--- config.mk ---
export PLATFORM = sky130hd
export DESIGN_NAME = uart_tx_flat
export DESIGN_NICKNAME = d
export VERILOG_FILES = /design/src/rtl/uart_pkg.sv /design/src/rtl/uart_tx_if.sv /design/src/rtl/uart_baud_gen.sv /design/src/rtl/uart_tx.sv /design/src/flat_wrapper.sv
export SDC_FILE = /design/constraint.sdc
export NUM_CORES = 1
export LEC_CHECK = 0
export ABC_AREA = 1
export CAP_MARGIN = 0
export CORE_ASPECT_RATIO = 1.2
export CORE_UTILIZATION = 30
export DETAILED_ROUTE_END_ITERATION = 10
export GPL_ROUTABILITY_DRIVEN = 0
export PLACE_DENSITY = 0.56
export REMOVE_ABC_BUFFERS = 1
export SYNTH_ARGS = -nofsm -noshare
export SYNTH_HDL_FRONTEND = slang
export SYNTH_SLANG_ARGS = --single-unit
--- constraint.sdc ---
create_clock -name clk -period 1.53 [get_ports clk]
set_clock_uncertainty 0.2 [all_clocks]
set_input_delay 0.2295 -clock clk [delete_from_list [all_inputs] [get_ports clk]]
set_output_delay 0.2295 -clock clk [all_outputs]
set_load 0.01 [all_outputs]
--- src/rtl/uart_pkg.sv ---
// Shared UART definitions: state encoding, frame constants and the default
// baud divisor. Also used by the future uart_rx.
package uart_pkg;

  localparam int DATA_BITS        = 8;
  localparam int CLKS_PER_BIT_DEF = 434;  // 50 MHz / 115200

  typedef enum logic [2:0] {
    IDLE   = 3'd0,
    START  = 3'd1,
    DATA   = 3'd2,
    PARITY = 3'd3,
    STOP   = 3'd4
  } uart_state_t;

  // Even parity over one data byte.
  function automatic logic even_parity(input logic [DATA_BITS-1:0] b);
    return ^b;
  endfunction

endpackage

--- src/rtl/uart_tx_if.sv ---
// CSR-side handshake bundle for the UART transmitter: byte and start pulse in,
// ready and sticky tx_done status out.
interface uart_tx_if;
  import uart_pkg::*;

  logic [DATA_BITS-1:0] data_in;
  logic                 start;
  logic                 ready;
  logic                 tx_done;

  modport master (output data_in, output start, input ready, input tx_done);
  modport slave  (input data_in, input start, output ready, output tx_done);

endinterface

--- src/rtl/uart_baud_gen.sv ---
// Bit-period counter: counts 0..CLKS_PER_BIT-1 while enabled and flags the
// terminal count. The clear input realigns the bit phase to a frame accept.
module uart_baud_gen #(
  parameter int CLKS_PER_BIT = 434,
  parameter int CNT_W        = 16
) (
  input  logic clk,
  input  logic rst,
  input  logic clr,
  input  logic en,
  output logic tick
);

  localparam logic [CNT_W-1:0] TC = CNT_W'(CLKS_PER_BIT - 1);

  logic [CNT_W-1:0] cnt;

  // Free-running bit counter, wrapping at the terminal count.
  always_ff @(posedge clk) begin
    if (rst || clr) begin
      cnt <= '0;
    end else if (en) begin
      cnt <= (cnt == TC) ? '0 : cnt + CNT_W'(1);
    end
  end

  assign tick = en && (cnt == TC);

endmodule

--- src/rtl/uart_tx.sv ---
// UART transmitter, 8N1 LSB first. Define UART_TX_PARITY_EN to build the 8E1
// variant, which inserts an even-parity bit between the data and stop bits.
// All outputs come straight from flops.
module uart_tx
  import uart_pkg::*;
#(
  parameter int CLKS_PER_BIT = CLKS_PER_BIT_DEF,
  parameter int CNT_W        = 16
) (
  input  logic     clk,
  input  logic     rst,
  uart_tx_if.slave bus,
  output logic     tx
);

  localparam int                IDX_W    = $clog2(DATA_BITS);
  localparam logic [IDX_W-1:0] LAST_IDX = IDX_W'(DATA_BITS - 1);

  uart_state_t          state, state_nxt;
  logic [DATA_BITS-1:0] shift_reg, shift_nxt;
  logic [IDX_W-1:0]     bit_idx, idx_nxt;
  logic                 tx_nxt;
  logic                 ready_q, ready_nxt;
  logic                 done_q, done_nxt;
  logic                 accept;
  logic                 tick;
`ifdef UART_TX_PARITY_EN
  logic                 par_bit, par_nxt;
`endif

  uart_baud_gen #(
    .CLKS_PER_BIT (CLKS_PER_BIT),
    .CNT_W        (CNT_W)
  ) u_baud (
    .clk  (clk),
    .rst  (rst),
    .clr  (accept),
    .en   (state != IDLE),
    .tick (tick)
  );

  // State and output registers; reset aborts any frame and idles the line.
  always_ff @(posedge clk) begin
    if (rst) begin
      state     <= IDLE;
      shift_reg <= '0;
      bit_idx   <= '0;
      tx        <= 1'b1;
      ready_q   <= 1'b1;
      done_q    <= 1'b0;
`ifdef UART_TX_PARITY_EN
      par_bit   <= 1'b0;
`endif
    end else begin
      state     <= state_nxt;
      shift_reg <= shift_nxt;
      bit_idx   <= idx_nxt;
      tx        <= tx_nxt;
      ready_q   <= ready_nxt;
      done_q    <= done_nxt;
`ifdef UART_TX_PARITY_EN
      par_bit   <= par_nxt;
`endif
    end
  end

  // Next-state and next-output logic; tx is precomputed so it changes on the bit edge.
  always_comb begin
    state_nxt = state;
    shift_nxt = shift_reg;
    idx_nxt   = bit_idx;
    tx_nxt    = tx;
    ready_nxt = ready_q;
    done_nxt  = done_q;
    accept    = 1'b0;
`ifdef UART_TX_PARITY_EN
    par_nxt   = par_bit;
`endif
    case (state)
      IDLE: begin
        if (bus.start) begin
          accept    = 1'b1;
          state_nxt = START;
          shift_nxt = bus.data_in;
          idx_nxt   = '0;
          tx_nxt    = 1'b0;
          ready_nxt = 1'b0;
          done_nxt  = 1'b0;
`ifdef UART_TX_PARITY_EN
          par_nxt   = even_parity(bus.data_in);
`endif
        end
      end
      START: begin
        if (tick) begin
          state_nxt = DATA;
          tx_nxt    = shift_reg[0];
        end
      end
      DATA: begin
        if (tick) begin
          if (bit_idx == LAST_IDX) begin
`ifdef UART_TX_PARITY_EN
            state_nxt = PARITY;
            tx_nxt    = par_bit;
`else
            state_nxt = STOP;
            tx_nxt    = 1'b1;
`endif
          end else begin
            shift_nxt = shift_reg >> 1;
            idx_nxt   = bit_idx + IDX_W'(1);
            tx_nxt    = shift_reg[1];
          end
        end
      end
`ifdef UART_TX_PARITY_EN
      PARITY: begin
        if (tick) begin
          state_nxt = STOP;
          tx_nxt    = 1'b1;
        end
      end
`endif
      STOP: begin
        if (tick) begin
          state_nxt = IDLE;
          ready_nxt = 1'b1;
          done_nxt  = 1'b1;
        end
      end
      default: begin
        state_nxt = IDLE;
        tx_nxt    = 1'b1;
        ready_nxt = 1'b1;
      end
    endcase
  end

  assign bus.ready   = ready_q;
  assign bus.tx_done = done_q;

endmodule

--- src/flat_wrapper.sv ---
// flat-port wrapper written by rule: the top's interface ports become plain ports
module uart_tx_flat import uart_pkg::*;
#(
  parameter int CLKS_PER_BIT = CLKS_PER_BIT_DEF,
  parameter int CNT_W        = 16
)
  (clk, rst, tx, bus_data_in, bus_start, bus_ready, bus_tx_done);
  uart_tx_if bus_i ();
  input  logic clk;
  input  logic rst;
  output logic tx;
  input wire logic [$bits(bus_i.data_in)-1:0] bus_data_in;
  input wire logic [$bits(bus_i.start)-1:0] bus_start;
  output wire logic [$bits(bus_i.ready)-1:0] bus_ready;
  output wire logic [$bits(bus_i.tx_done)-1:0] bus_tx_done;
  assign bus_i.data_in = bus_data_in;
  assign bus_i.start = bus_start;
  assign bus_ready = bus_i.ready;
  assign bus_tx_done = bus_i.tx_done;
  uart_tx #(.CLKS_PER_BIT(CLKS_PER_BIT), .CNT_W(CNT_W)) u_core (.clk(clk), .rst(rst), .bus(bus_i), .tx(tx));
endmodule
==> impl_metrics.json <==
{
  "status": "finished with violations",
  "violations": "negative setup slack",
  "crit_path_top_delay_cell": "dfxtp_4",
  "cts_buffers": 5,
  "critPathMaxStageDelay_ns": 0.37,
  "switching_share_pct": 41.6,
  "comb_power_share_pct": 58.1,
  "power.switching_mw": 1.84,
  "finalNonFillerCells": 423,
  "endpoint_kind": "flip-flop",
  "clock_latency_ns": 0.29,
  "muxShareOfSynthArea_pct": 0,
  "synth.top_cells.by_count": "nand2_1 (60), nor2_1 (44), dfxtp_1 (33)",
  "synth_compound_area_share_pct": 11.8,
  "pwr-share-seq_pct": 27.2,
  "slew_headroom_pct": 78.9,
  "postSynthRegisterBits": 33,
  "grt_max_degree": 16,
  "cts_tree": "done",
  "setup_violations": 18,
  "slew_viol_final": 0,
  "setup_ws_ns": -0.0911,
  "post-synth-top-count-cell": "nand2_1",
  "cp_max_fo": 3,
  "via_count": 1926,
  "synth_top_family_by_area": "simple AND/OR/NAND/NOR gates",
  "synth_cell_types": 35,
  "viasPerCell": 4.55,
  "dp.cells": 407,
  "synth_edf_count": 0,
  "fin_crit_sh_pct": 106,
  "crit_arrival_ns": 1.60,
  "drc": 0,
  "synth_area_leaders": "dfxtp_1 (35%), nand2_1 (12%), nor2_1 (8.8%)",
  "syn_avg_cell_area_um2": 7.03,
  "core_area_um2": 6010,
  "largest_reg_flops": 16,
  "synth_xor_area_share_pct": 0.937,
  "worstSetupPathType": "reg -> reg",
  "antenna_found_initial": 0,
  "synthArstFlopShare_pct": 0,
  "grt_pass1_wl_um": 8080,
  "start_util_pct": 31.1,
  "diodes": 0,
  "min_period_ns": 1.62,
  "fmaxAchievable_mhz": 617,
  "netlist.area_leader.share_pct": 35.3,
  "dieHeight_um": 88.5,
  "numPortBuffers": 13,
  "clockBufferDepth": 2,
  "synthSimpleGateAreaFrac_pct": 41.9,
  "hpwl_um": 3450,
  "overflow": 0,
  "rsz0062_at_grt": "true",
  "worstSetupStartpointType": "flip-flop",
  "grt.total_usage_pct": 16.3,
  "p_int_mw": 2.58,
  "min_path_type": "reg -> reg",
  "ios": 14,
  "ant_nets": 0,
  "synth_ff_type": "dfxtp_1",
  "area_delta_synth_final_pct": 56.5,
  "drive_above_1_share_pct": 41.9,
  "finalNetCount": 355,
  "worst_pin_slew_ns": 0.315,
  "die_w_um": 74.1,
  "synth_warnings": 0,
  "synth_area_leader_cell": "dfxtp_1",
  "first_global_vias": 1874,
  "finalHoldViolations": 0,
  "path_cells": "ha_4 -> inv_2 -> nor2_1 -> nand2_1 -> nor2_1 -> nand2_2 -> buf_6 -> nand2_4 -> nand2_2 -> o21ai_2 -> nand3_1",
  "cap_violations": 0,
  "path_clk_slew_ns": 0.08,
  "dr.first_iter.drc_count": 51,
  "leakage_nw": 1.25,
  "placement_rows": 31,
  "syn_area_um2": 1870,
  "seq_area_frac_synth_pct": 35.3,
  "critPathRequiredTime_ns": 1.50,
  "root_buffer": "clkbuf_8",
  "clkPwrFrac_pct": 14.7,
  "htreeDepth": 2,
  "drt-total-wl_um": 5030,
  "dieArea_um2": 6550,
  "syn_inst": 266,
  "synth_fa_ha_area_share_pct": 2.68,
  "vdd_drop_max_mv": 1.15,
  "dr.pass1.iters": 4,
  "p_total_mw": 4.42,
  "powerDensity_nw_per_um2": 1510,
  "cts_num_sinks": 33,
  "wire_per_inst_um": 11.9
}
[area by class of cell]
type / count / area [um2]
inverters: 26 / 114
flip-flops and latches: 33 / 679
multi-input cells: 204 / 1340
fillers: 593 / 3090
clock buffers: 6 / 72.6
clock inverters: 2 / 10.0
repair buffers: 70 / 609
well taps: 82 / 103
[repair_timing]
item	4_1_cts	5_1_grt
gates resized for setup	41	46
setup buffers	0	7
pin swaps	13	13
setup endpoints to repair	29	30
hold buffers	0	0
cloned	0	1
[power by group through the flow]
| stage | Combinational [mW] | Sequential (mW) | Clock (mW) |
|---|---|---|---|
| floorplan | 1.12 | 1.17 | 0 |
| global placement | 1.88 | 1.16 | 0 |
| detailed placement | 1.89 | 1.17 | 0 |
| CTS | 2.01 | 1.18 | 0.684 |
| global route | 2.80 | 1.22 | 0.713 |
| finish | 2.57 | 1.20 | 0.652 |
[cell families (layout without fill, tap and decap cells)]
kind of cell	count (synthesis)	count (layout)
compound gates	39	39
xor+xnor	2	2
fa+ha+maj	4	4
buf+inv	30	104
flops	33	33
simple gates	158	159
[critical path: cells and delay by family, from the launching register on]
kind | cells | cell delay, ns
AOI/OAI and AO/OA | 1 | 0.11
buffers and inverters | 2 | 0.17
adders and majority gates | 1 | 0.15
DFF | 1 | 0.37
and+or+nand+nor | 7 | 0.50
[per-layer routing]
| metal | wire [um] | track usage, % |
|---|---|---|
| met1 | 2120 | 17.1 |
| met5 | 0 | 0 |
| met3 | 116 | 4.10 |
| met2 | 2680 | 30.2 |
| met4 | 113 | 7.17 |
[through the flow]
stage	TNS, ns	setup WS (ns)	hold WS, ns	utilization, %	cell area [um2]
2_1_floorplan	-0.818	-0.0948	0.0986	-	1830
3_3_place_gp	-3.44	-0.179	0.242	40.8	2450
3_5_place_dp	-3.75	-0.175	0.246	40.8	2450
4_1_cts	-0.608	-0.0652	0.261	44.4	2670
5_1_grt	-2.78	-0.213	0.294	48.7	2930
6_report	-0.755	-0.0911	0.254	48.7	2930
[final timing paths]
kind	startpoint	end	slack, ns	cells after the start
setup / recovery	u_core.u_baud.cnt[0]	u_core.bus.ready	-0.09	11
hold reg to reg	u_core.tx	u_core.tx	0.25	2
setup reg to reg	u_core.u_baud.cnt[0]	u_core.bus.ready	-0.09	11
hold / removal	u_core.tx	u_core.tx	0.25	2
[cells in the final DEF (no fill, tap or decap), types with 12 or more instances in the layout]
cell type,Yosys,routed
nor2_1,44,34
o21ai_1,13,13
nand3_1,18,15
buf_4,0,47
dfxtp_1,33,20
inv_1,17,15
a21oi_1,15,13
dfxtp_2,0,12
nand2_1,60,53
(Power assumes the default switching activity.)
